**config.mk**
```make
export PLATFORM = sky130hd
export DESIGN_NAME = sdc_cmd_seq
export DESIGN_NICKNAME = d
export VERILOG_FILES = /design/src/rtl/sdc_cmd_seq.sv
export SDC_FILE = /design/constraint.sdc
export NUM_CORES = 1
export LEC_CHECK = 0
export CAP_MARGIN = 20
export CELL_PAD_IN_SITES_DETAIL_PLACEMENT = 0
export CELL_PAD_IN_SITES_GLOBAL_PLACEMENT = 1
export CORE_UTILIZATION = 25
export DETAILED_ROUTE_END_ITERATION = 8
export PLACE_DENSITY_LB_ADDON = 0.1
export SLEW_MARGIN = 20
export SYNTH_ARGS = -nofsm -noshare
export SYNTH_HDL_FRONTEND = slang
export SYNTH_SLANG_ARGS = --single-unit
```
**constraint.sdc**
```tcl
create_clock -name clk -period 9.5 [get_ports clk]
set_clock_uncertainty 0.2 [all_clocks]
set_input_delay 0.95 -clock clk [delete_from_list [all_inputs] [get_ports clk]]
set_output_delay 0.95 -clock clk [all_outputs]
set_load 0.01 [all_outputs]
```
**src/rtl/sdc_cmd_seq.sv**
```systemverilog
// SD card SPI-mode command sequencer: frames one SD command, polls for R1,
// optionally collects a 4-byte R3/R7 trailer and releases chip select.
module sdc_cmd_seq #(
    parameter int POLL_MAX = 8
) (
    input  logic        clk,
    input  logic        rst,
    input  logic        cmd_start,
    input  logic [5:0]  cmd_idx,
    input  logic [31:0] cmd_arg,
    input  logic [6:0]  cmd_crc,
    input  logic        resp_long,
    input  logic        keep_cs,
    output logic        busy,
    output logic        done,
    output logic        timeout,
    output logic [7:0]  r1,
    output logic [31:0] resp_data,
    output logic        sdc_cs_n,
    output logic        spi_fast,
    output logic        spi_start,
    output logic [31:0] spi_tx,
    input  logic [31:0] spi_rx,
    input  logic        spi_rdy
);
    typedef enum logic [2:0] {S_IDLE, S_PRE, S_CMD, S_POLL, S_LONG, S_END, S_FIN} state_t;
    typedef enum logic [1:0] {PH_ISSUE, PH_START, PH_WAIT} phase_t;

    localparam logic [7:0] POLL_LAST = 8'(POLL_MAX);

    state_t      state_q, state_d;
    phase_t      phase_q, phase_d;
    logic [2:0]  byte_cnt_q, byte_cnt_d;
    logic [7:0]  poll_cnt_q, poll_cnt_d;
    logic [5:0]  idx_q, idx_d;
    logic [31:0] arg_q, arg_d;
    logic [6:0]  crc_q, crc_d;
    logic        long_q, long_d, keep_q, keep_d;
    logic        busy_q, busy_d, done_q, done_d, timeout_q, timeout_d;
    logic [7:0]  r1_q, r1_d;
    logic [31:0] resp_data_q, resp_data_d;
    logic        cs_n_q, cs_n_d, spi_start_q, spi_start_d;
    logic [31:0] spi_tx_q, spi_tx_d;

    logic [7:0] cur_byte;
    logic       sending, xfer_done;
    logic [7:0] rx_byte;
    logic       rx_unused;

    assign rx_byte   = spi_rx[7:0];
    assign rx_unused = ^spi_rx[31:8];

    always_comb begin
        cur_byte = 8'hFF;
        if (state_q == S_CMD) begin
            case (byte_cnt_q)
                3'd0:    cur_byte = {2'b01, idx_q};
                3'd1:    cur_byte = arg_q[31:24];
                3'd2:    cur_byte = arg_q[23:16];
                3'd3:    cur_byte = arg_q[15:8];
                3'd4:    cur_byte = arg_q[7:0];
                default: cur_byte = {crc_q, 1'b1};
            endcase
        end
    end

    // END only moves a byte when chip select has been released (clock-out byte).
    assign sending   = (state_q == S_PRE) || (state_q == S_CMD) || (state_q == S_POLL) ||
                       (state_q == S_LONG) || ((state_q == S_END) && cs_n_q);
    assign xfer_done = sending && (phase_q == PH_WAIT) && spi_rdy;

    always_comb begin
        state_d     = state_q;
        phase_d     = phase_q;
        byte_cnt_d  = byte_cnt_q;
        poll_cnt_d  = poll_cnt_q;
        idx_d       = idx_q;
        arg_d       = arg_q;
        crc_d       = crc_q;
        long_d      = long_q;
        keep_d      = keep_q;
        busy_d      = busy_q;
        done_d      = 1'b0;
        timeout_d   = timeout_q;
        r1_d        = r1_q;
        resp_data_d = resp_data_q;
        cs_n_d      = cs_n_q;
        spi_start_d = 1'b0;
        spi_tx_d    = spi_tx_q;

        // START is a dead cycle so the engine has dropped rdy before WAIT looks at it.
        if (sending) begin
            case (phase_q)
                PH_ISSUE: if (spi_rdy) begin
                    spi_start_d = 1'b1;
                    spi_tx_d    = {24'hFFFFFF, cur_byte};
                    phase_d     = PH_START;
                end
                PH_START: phase_d = PH_WAIT;
                default:  if (spi_rdy) phase_d = PH_ISSUE;
            endcase
        end

        case (state_q)
            S_IDLE, S_FIN: begin
                if (state_q == S_FIN) state_d = S_IDLE;
                if (cmd_start) begin
                    idx_d     = cmd_idx;
                    arg_d     = cmd_arg;
                    crc_d     = cmd_crc;
                    long_d    = resp_long;
                    keep_d    = keep_cs;
                    timeout_d = 1'b0;
                    busy_d    = 1'b1;
                    cs_n_d    = 1'b0;
                    phase_d   = PH_ISSUE;
                    state_d   = S_PRE;
                end
            end
            S_PRE: if (xfer_done) begin
                byte_cnt_d = 3'd0;
                state_d    = S_CMD;
            end
            S_CMD: if (xfer_done) begin
                if (byte_cnt_q == 3'd5) begin
                    poll_cnt_d = 8'd0;
                    state_d    = S_POLL;
                end else begin
                    byte_cnt_d = byte_cnt_q + 3'd1;
                end
            end
            S_POLL: if (xfer_done) begin
                poll_cnt_d = poll_cnt_q + 8'd1;
                if (!rx_byte[7]) begin
                    r1_d = rx_byte;
                    if (long_q) begin
                        byte_cnt_d = 3'd0;
                        state_d    = S_LONG;
                    end else begin
                        cs_n_d  = !keep_q;
                        state_d = S_END;
                    end
                end else if (poll_cnt_q + 8'd1 == POLL_LAST) begin
                    r1_d      = 8'hFF;
                    timeout_d = 1'b1;
                    cs_n_d    = 1'b1;
                    state_d   = S_END;
                end
            end
            S_LONG: if (xfer_done) begin
                resp_data_d = {resp_data_q[23:0], rx_byte};
                if (byte_cnt_q == 3'd3) begin
                    cs_n_d  = !keep_q;
                    state_d = S_END;
                end else begin
                    byte_cnt_d = byte_cnt_q + 3'd1;
                end
            end
            S_END: if (!cs_n_q || xfer_done) begin
                done_d  = 1'b1;
                busy_d  = 1'b0;
                state_d = S_FIN;
            end
            default: state_d = S_IDLE;
        endcase
    end

    always_ff @(posedge clk or posedge rst) begin
        if (rst) begin
            state_q     <= S_IDLE;
            phase_q     <= PH_ISSUE;
            byte_cnt_q  <= 3'd0;
            poll_cnt_q  <= 8'd0;
            idx_q       <= 6'd0;
            arg_q       <= 32'd0;
            crc_q       <= 7'd0;
            long_q      <= 1'b0;
            keep_q      <= 1'b0;
            busy_q      <= 1'b0;
            done_q      <= 1'b0;
            timeout_q   <= 1'b0;
            r1_q        <= 8'hFF;
            resp_data_q <= 32'd0;
            cs_n_q      <= 1'b1;
            spi_start_q <= 1'b0;
            spi_tx_q    <= 32'hFFFFFFFF;
        end else begin
            state_q     <= state_d;
            phase_q     <= phase_d;
            byte_cnt_q  <= byte_cnt_d;
            poll_cnt_q  <= poll_cnt_d;
            idx_q       <= idx_d;
            arg_q       <= arg_d;
            crc_q       <= crc_d;
            long_q      <= long_d;
            keep_q      <= keep_d;
            busy_q      <= busy_d;
            done_q      <= done_d;
            timeout_q   <= timeout_d;
            r1_q        <= r1_d;
            resp_data_q <= resp_data_d;
            cs_n_q      <= cs_n_d;
            spi_start_q <= spi_start_d;
            spi_tx_q    <= spi_tx_d;
        end
    end

    assign busy      = busy_q;
    assign done      = done_q;
    assign timeout   = timeout_q;
    assign r1        = r1_q;
    assign resp_data = resp_data_q;
    assign sdc_cs_n  = cs_n_q;
    assign spi_fast  = 1'b0;
    assign spi_start = spi_start_q;
    assign spi_tx    = spi_tx_q;
endmodule

```
# Word level (Yosys, flattened, before mapping)
# Cells that the tools add are included.
totals:
  mem_bits_ro: 0
  output_inout_bits: 78
  inputBits: 83
  reg_bits: 116
  mem_bits_rw: 0
  n_memories: 0
  latch_bits: 0
classes:
  magnitude_cmp: 0
  shift: 0
  add_sub_neg: 2
  n_eq_ne: 32
  n_reduce_logical: 29
  div_mod_pow: 0
  multipliers: 0
  n_mux: 55
  bitwise: 0
op_table:
  columns: ["operator", "count"]
  rows:
  - ["3-bit 2-to-1 mux", 19]
  - ["8-bit 2-to-1 mux", 6]
  - ["8-bit one-hot mux with 5 select lines", 1]
  - ["2-bit inequality test, second input constant", 10]
  - ["3-bit one-hot mux with 6 select lines", 1]
  - ["9-bit AND reduction", 2]
  - ["1-bit 2-to-1 mux", 17]
  - ["8-bit one-hot mux with 2 select lines", 1]
  - ["3-bit equality test, second input constant", 5]
  - ["3-bit by 2-bit equality test with 1-bit output, second input constant", 4]
  - ["3-bit one-hot mux with 4 select lines", 1]
  - ["2-bit 2-to-1 mux", 5]
  - ["2-bit by 1-bit inequality test with 1-bit output, second input constant", 5]
  - ["3-bit AND reduction", 3]
  - ["8-bit by 1-bit adder with 8-bit output, second input constant", 1]
  - ["8-bit by 4-bit equality test with 1-bit output, second input constant", 1]
  - ["7-bit AND reduction", 1]
  - ["3-bit by 1-bit equality test with 1-bit output, second input constant", 2]
  - ["3-bit zero test", 2]
  - ["3-bit inequality test, second input constant", 2]
  - ["2-bit nonzero test", 3]
  - ["1-bit logical OR", 5]
  - ["5-bit AND reduction", 1]
  - ["1-bit one-hot mux with 2 select lines", 2]
  - ["other kinds (14)", 18]

# Logic depth before layout (Yosys ltp)
# Gate-level depths: netlist of the first run.
depth:
  ltp_word: 10
  depth_mapped: 9
  depth_no_buf: 7

# Least setup slack after synthesis of the first run
# Ideal clock, no wire load.
synth_path:
  kind: "input to register"
  startpoint: "input spi_rdy"
  endpoint: "register resp_data_q[31] (netlist: resp_data[31])"
  path_buffers: 2
  slack_ns: 7.180
  setup_time_ns: 0.128
  arrival_ns: 1.992
  stages: 5
  path_cell_list: "nand3b_4 or3_1 clkbuf_1 buf_2 mux2_1"
synth_between:
  elab_chain_cells: 2
synth_rtl:
  columns: ["item", "line", "source"]
  rows:
  - ["start: declaration", "24", "input logic spi_rdy"]
  - ["1-bit logical AND", "70", "assign xfer_done = sending && (phase_q == PH_WAIT) && spi_rdy;"]
  - ["2-bit AND reduction (no line)", null, null]
  - ["end signal: assignment", "201", "resp_data_q <= resp_data_d;"]
  - ["end: declaration", "41", "logic [31:0] resp_data_q, resp_data_d;"]
# No other way between the ends.
# A chain may end at the register's enable or synchronous reset.

# Worst setup path in the final report of the first run
layout_path:
  startpoint: "input cmd_start"
  endpoint: "register arg_q[19]"
layout_between:
  elab_chain_cells: 1
layout_rtl:
  columns: ["item", "line", "source"]
  rows:
  - ["start: declaration", "8", "input logic cmd_start,"]
  - ["2-bit AND reduction (no line)", null, null]
  - ["end signal: assignment", "193", "arg_q <= arg_d;"]
  - ["end: declaration", "36", "logic [31:0] arg_q, arg_d;"]
# No other way between the ends.

==> metrics, run 1 <==
status=finished, final reports clean; Post-CTS Setup Inserts=0; total wire length=13.8 mm; yosys warns=0; flops & latches, synth=116; CP Class=primary input to flip-flop; Top Usage Layer GRT=met2; number of flops mapped to enable cells by yosys=0; Max FO, Critical Path=40; global-route wire length before repair=22.0 mm; M1 GR Usage=0.153; Die Area=22800 µm²; Wirelength per Cell=16.2 µm; RD Place Congestion=0.737; Synth Area in Simple Gates=0.0839; P_sw=637 µW; count of final max-slew check failures=0; leak pwr=0.00304 µW; port bufs=111; maximum number of pins on one net before global-route repair=73; CTS tree=built; Yosys top cell by area=dfrtp_1; fraction of layout cells with a size suffix above 1=0.253; CORE AREA=21800 µm²; crit share post-route=0.337; Syn Inst Count=459; initial antenna violation count=0; global route overflow=0; 1st-iter DRT viols=120; count of standard-cell rows=54; fin nets=649; met3 Use GR=0.0443; Critical Path RT=9590 ps; H-tree level count=4; top-area cell type share of the netlist area=0.447; Post-synth top cells=dfrtp_1 (99), mux2_2 (78), buf_4 (27), nand2_1 (23), nor2_1 (23); Int Pwr=1330 µW; GR Layer Usage met2=0.221; CTS Sinks=116; CTS Root Cell=clkbuf_16; Yosys cell types=59; fraction of power consumed by sequential logic=0.396; Most used DFF post-synth=dfrtp_1; Final Util=0.336; Syn-to-layout area delta=31.9%; Seq/Total Area, Yosys=0.527; via count=3790; Worst VDD drop=0.102 mV; Clk network pwr share=0.307; Comb pwr share=0.297; Final HPWL DP=9.49 mm; worst skew pair latency=410 ps; CTS Buf Count=17; number of global-route vias before repair=3929; die height=151 µm; switch share=0.324; largest cells by area after synthesis=dfrtp_1 (45%), mux2_2 (16%), dfstp_2 (8.1%); MaxCap Viol Count=0; Routed Antenna Nets=0; num ports=161; nature of the critical path startpoint=primary input; complex-gate fraction of the synthesized area=0.124; share of flip-flops with an asynchronous set or reset=1.00; crit path DAT=3290 ps; Power Density=269 nW/µm²; min Tclk post-route=3200 ps; Tot GR Track Use=0.129; hold slack final=270 ps; drt first pass iters=4; Die W=151 µm; Post-Syn Area=5550 µm²; Post-Synth Adder-Cell Area=0.0135; main combinational cell family by area after synthesis=multiplexers; setup violators final=0; # resized after CTS=0; Antenna Cells=0; Post-CTS Hold Buffers=0; post-route setup TNS=0 ps; xor-xnor portion of the synthesized cell area=0.00158; Hold Vio Cnt, Final=0; Tightest Pin Transition=966 ps; f_max=312 MHz; most common cell in the synthesized netlist=dfrtp_1; drc violations=0; Hold Path Class=flip-flop to flip-flop; post-synthesis average cell area=12.1 µm²; number of fill cells=2203; post-synthesis mux area share=0.170; clk buf depth=2; clock-pin slew on the worst setup and hold paths=50 ps; initial core utilization=0.255; vias per cell=4.44; RSZ-0062 raised after global routing=false; CP Capture Type=flip-flop; max_slew headroom=0.356
state kept, by name, summed over array words and instances, names as in the netlist:
register / flops
timeout: 1
spi_tx: 8
done: 1
poll_cnt_q: 8
busy: 1
idx_q: 6
r1: 8
long_q: 1
byte_cnt_q: 3
spi_start: 1
resp_data: 32
state_q: 3
phase_q: 2
crc_q: 7
arg_q: 32
keep_q: 1
sdc_cs_n: 1
worst max-delay path, cell delays in order:
cell             delay [ps]
clkdlybuf4s50_1         530
nor4b_4                 790
buf_4                   580
mux2_2                  400
power by group through the flow:
| stage | Clock (µW) | Sequential (µW) | Combinational [µW] |
|---|---|---|---|
| 2_1_floorplan | 0 | 758 | 417 |
| 3_3_place_gp | 0 | 784 | 594 |
| 3_5_place_dp | 0 | 788 | 601 |
| 4_1_cts | 625 | 781 | 604 |
| 5_1_grt | 651 | 804 | 644 |
| 6_report | 604 | 778 | 584 |
through the flow:
stage / std cells / worst slack (ps) / power, µW / area [µm²]
after floorplan: 482 / 5310 / 1180 / 5630
after global placement: 821 / 5830 / 1380 / 6750
after detailed placement: 821 / 5810 / 1390 / 6750
after CTS: 853 / 6230 / 2010 / 7310
after global routing: 853 / 6190 / 2100 / 7310
final: 853 / 6300 / 1970 / 7310
final cells by class:
| cell class | instances | area, µm² | share of cell area |
|---|---|---|---|
| inverters | 16 | 62.6 | 0.00855 |
| repair buffers | 114 | 1130 | 0.155 |
| multi-input cells | 295 | 2280 | 0.312 |
| well taps | 280 | 350 | 0.0479 |
| flip-flops and latches | 116 | 2920 | 0.400 |
| clock inverters | 12 | 96.3 | 0.0132 |
| clock buffers | 20 | 467 | 0.0638 |
final timing paths:
| kind | slack, ps | from | end | cells past startpoint |
|---|---|---|---|---|
| max | 6300 | cmd_start | arg_q[19] | 4 |
| max in group asynchronous | 6950 | rst | timeout | 3 |
| max reg2reg | 6490 | state_q[1] | arg_q[19] | 4 |
| min | 270 | r1[5] | r1[5] | 2 |
| min reg2reg | 270 | r1[5] | r1[5] | 2 |
| min in group asynchronous | 740 | rst | resp_data[26] | 2 |
cell usage in the layout, fill, tap and decap left out, drive strengths merged, types with 2 or more instances in the layout:
cell type / count
clkdlybuf4s50: 111
dfrtp: 99
mux2: 82
conb: 25
o21ai: 24
nand2: 23
nor2: 23
clkbuf: 20
inv: 20
dfstp: 17
a21oi: 16
nand3: 8
a221o: 8
o22ai: 7
a311oi: 6
ha: 6
nor2b: 6
a222oi: 5
or3: 4
nand2b: 4
clkinvlp: 4
clkinv: 4
nand4: 3
a31oi: 3
a21o: 3
buf: 3
o21bai: 2
and3: 2
o211ai: 2
o21a: 2
mux2i: 2
nand4b: 2
a22oi: 2
nand3b: 2
nor4b: 2
a21boi: 2
a2111oi: 2
nor3: 2
kinds of logic after synthesis:
group                    count (synthesis)
XOR/XNOR                                 1
other                                    2
adder cells (fa/ha/maj)                  6
buffers and inverters                   71
AO/OA/AOI/OAI                           93
multiplexers                            84
AND/OR/NAND/NOR                         86
flip-flops                             116
routing by layer:
| layer | vias up | routed length, µm |
|---|---|---|
| met5 | - | 0 |
| met2 | 88 | 6910 |
| met3 | 10 | 737 |
| met1 | 1892 | 6040 |
| met4 | 0 | 139 |
| li1 | 1800 | - |
No activity file was read; power rests on OpenSTA's default activity.
==> inputs of run 2 (changes only) <==
clock period = 2.75 ns   (was 9.5 ns; I/O delays follow)
==> run 2 against run 1 <==
Net effect:
- via count rose by 1.9%
- sequential cell count did not move
- non-clock buffer count rose by 16
- register-to-register slack got worse by 6000 ps
- count of clock-buffer cells in the layout fell by 2
- clock power rose to 3.7 times the previous value
- largest power group unchanged
==> metrics, run 2 (synthesized netlist as in run 1, its figures left out) <==
Non-Filler Instances=869 (was 853); max incr delay on CP=500 ps (was 790 ps); CTS Root Cell=clkbuf_16 (unchanged); global route overflow=0 (unchanged); setup violators final=0 (unchanged); Max FO, Critical Path=8 (was 40); CP Capture Type=flip-flop (unchanged); 1st-iter DRT viols=157 (was 120); num ports=161 (unchanged); clk buf depth=2 (unchanged); Hold Vio Cnt, Final=0 (unchanged); drc violations=0 (unchanged); RD Place Congestion=0.759 (was 0.737); MaxCap Viol Count=0 (unchanged); initial core utilization=0.255 (unchanged); Critical Path RT=2880 ps (was 9590 ps); Final HPWL DP=10.0 mm (was 9.49 mm); global-route wire length before repair=22.5 mm (was 22.0 mm); die height=151 µm (unchanged); clock-pin slew on the worst setup and hold paths=60 ps (was 50 ps); Post-CTS Setup Inserts=0 (unchanged); nature of the critical path startpoint=flip-flop (was primary input); post-route setup slack=487 ps (was 6300 ps); CP Class=flip-flop to flip-flop (was primary input to flip-flop); Post-Place Setup Slack=322 ps (was 5810 ps); port bufs=111 (unchanged); CP cell instances=inv_1, ha_1, or2_2, a211oi_4, a221o_1, a311oi_1, o21ai_0 (was clkdlybuf4s50_1, nor4b_4, buf_4, mux2_2); slowest stage cell, crit path=a211oi_4 (was nor4b_4); max_slew headroom=0.536 (was 0.356); CTS Buf Count=17 (unchanged); maximum number of pins on one net before global-route repair=45 (was 73); drt first pass iters=4 (unchanged); Die Area=22800 µm² (unchanged); Tightest Pin Transition=694 ps (was 966 ps); Wirelength per Cell=16.4 µm (was 16.2 µm); RSZ-0062 raised after global routing=false (unchanged); vias per cell=4.44 (about the same); crit path DAT=2400 ps (was 3290 ps); CTS tree=built (unchanged); total wire length=14.2 mm (was 13.8 mm); leading cell type in the layout, fill and taps excluded=clkdlybuf4s50_1 (unchanged); Tot GR Track Use=0.133 (was 0.129); Cells after DPL=837 (was 821); CORE AREA=21800 µm² (unchanged); status=finished, final reports clean (unchanged); Worst VDD drop=0.390 mV (was 0.102 mV); f_max=442 MHz; via count=3861 (was 3790); worst skew pair latency=410 ps (about the same); fin nets=665 (was 649); Routed Antenna Nets=0 (unchanged); number of fill cells=2194 (was 2203); Placement Cell Area=6910 µm² (was 6750 µm²); Post-CTS Hold Buffers=0 (unchanged); count of standard-cell rows=54 (unchanged); leak pwr=0.00315 µW (was 0.00304 µW); number of global-route vias before repair=4015 (was 3929); crit share post-route=0.823; Hold Path Class=primary input to asynchronous set/reset pin (was flip-flop to flip-flop); initial antenna violation count=0 (unchanged); # resized after CTS=0 (unchanged); count of final max-slew check failures=0 (unchanged); fraction of layout cells with a size suffix above 1=0.273 (was 0.253); min Tclk post-route=2260 ps; most frequent cells in the layout=clkdlybuf4s50_1 (111), dfrtp_1 (99), mux2_2 (78) (unchanged); Die W=151 µm (unchanged); Power Density=944 nW/µm² (was 269 nW/µm²); CTS Sinks=116 (unchanged); post-route setup TNS=0 ps (unchanged); H-tree level count=4 (unchanged); Syn-to-layout area delta=35.2% (was 31.9%); Design Area, Final=7500 µm² (was 7310 µm²); Antenna Cells=0 (unchanged)
-- run 2: changes by cell type in the layout (fill, tap and decap cells not counted) --
cell,change
buf_12,+3
inv_4,-1
clkinvlp_4,-1
clkbuf_8,-2
clkinv_2,+2
bufinv_16,+2
buf_4,+13
-- run 2: worst max-delay path: cells and delay by family (launching register included) --
family                   cells  cell delay (ps)
AO/OA/AOI/OAI                4              950
flip-flops                   1              420
AND/OR/NAND/NOR              1              320
buffers and inverters        1               90
adder cells (fa/ha/maj)      1              210
-- run 2: path summary, 6_finish.rpt --
path,from,endpoint,slack [ps],depth (start not counted)
setup / recovery,byte_cnt_q[0],spi_tx[4],490,7
max in group asynchronous,rst,spi_tx[5],1510,3
hold reg to reg,r1[2],r1[2],270,2
setup reg to reg,byte_cnt_q[0],spi_tx[4],490,7
hold / removal,rst,arg_q[19],130,2
min in group clk,spi_rx[5],r1[5],260,3
-- run 2: area by class of cell --
cell class	count	area, µm²	area share
clock inverter	14	151	0.0202
clock buffer	18	439	0.0586
sequential	116	2920	0.390
inverter	16	63.8	0.00851
tap	280	350	0.0467
timing repair buffer	130	1290	0.172
multi-input combinational	295	2280	0.304
-- run 2: power by group --
part | internal (µW) | switching, µW
registers | 2300 | 379
logic | 1160 | 1020
clock network | 1370 | 853
total | 4830 | 2260
-- run 2: stage by stage --
step,power [µW],hold slack [ps],util
2_1_floorplan,4060,209,-
3_3_place_gp,4890,257,0.318
3_5_place_dp,4950,261,0.318
4_1_cts,7210,154,0.345
5_1_grt,7550,186,0.345
6_report,7080,133,0.345
-- run 2: layer usage --
layer,global-route usage,routed length [µm],part of all wire,up-vias
met2,0.220,6930,0.49,104
met5,0,0,0,-
met3,0.0497,921,0.065,16
li1,-,-,-,1837
met1,0.160,6190,0.44,1904
met4,0.0410,172,0.012,0
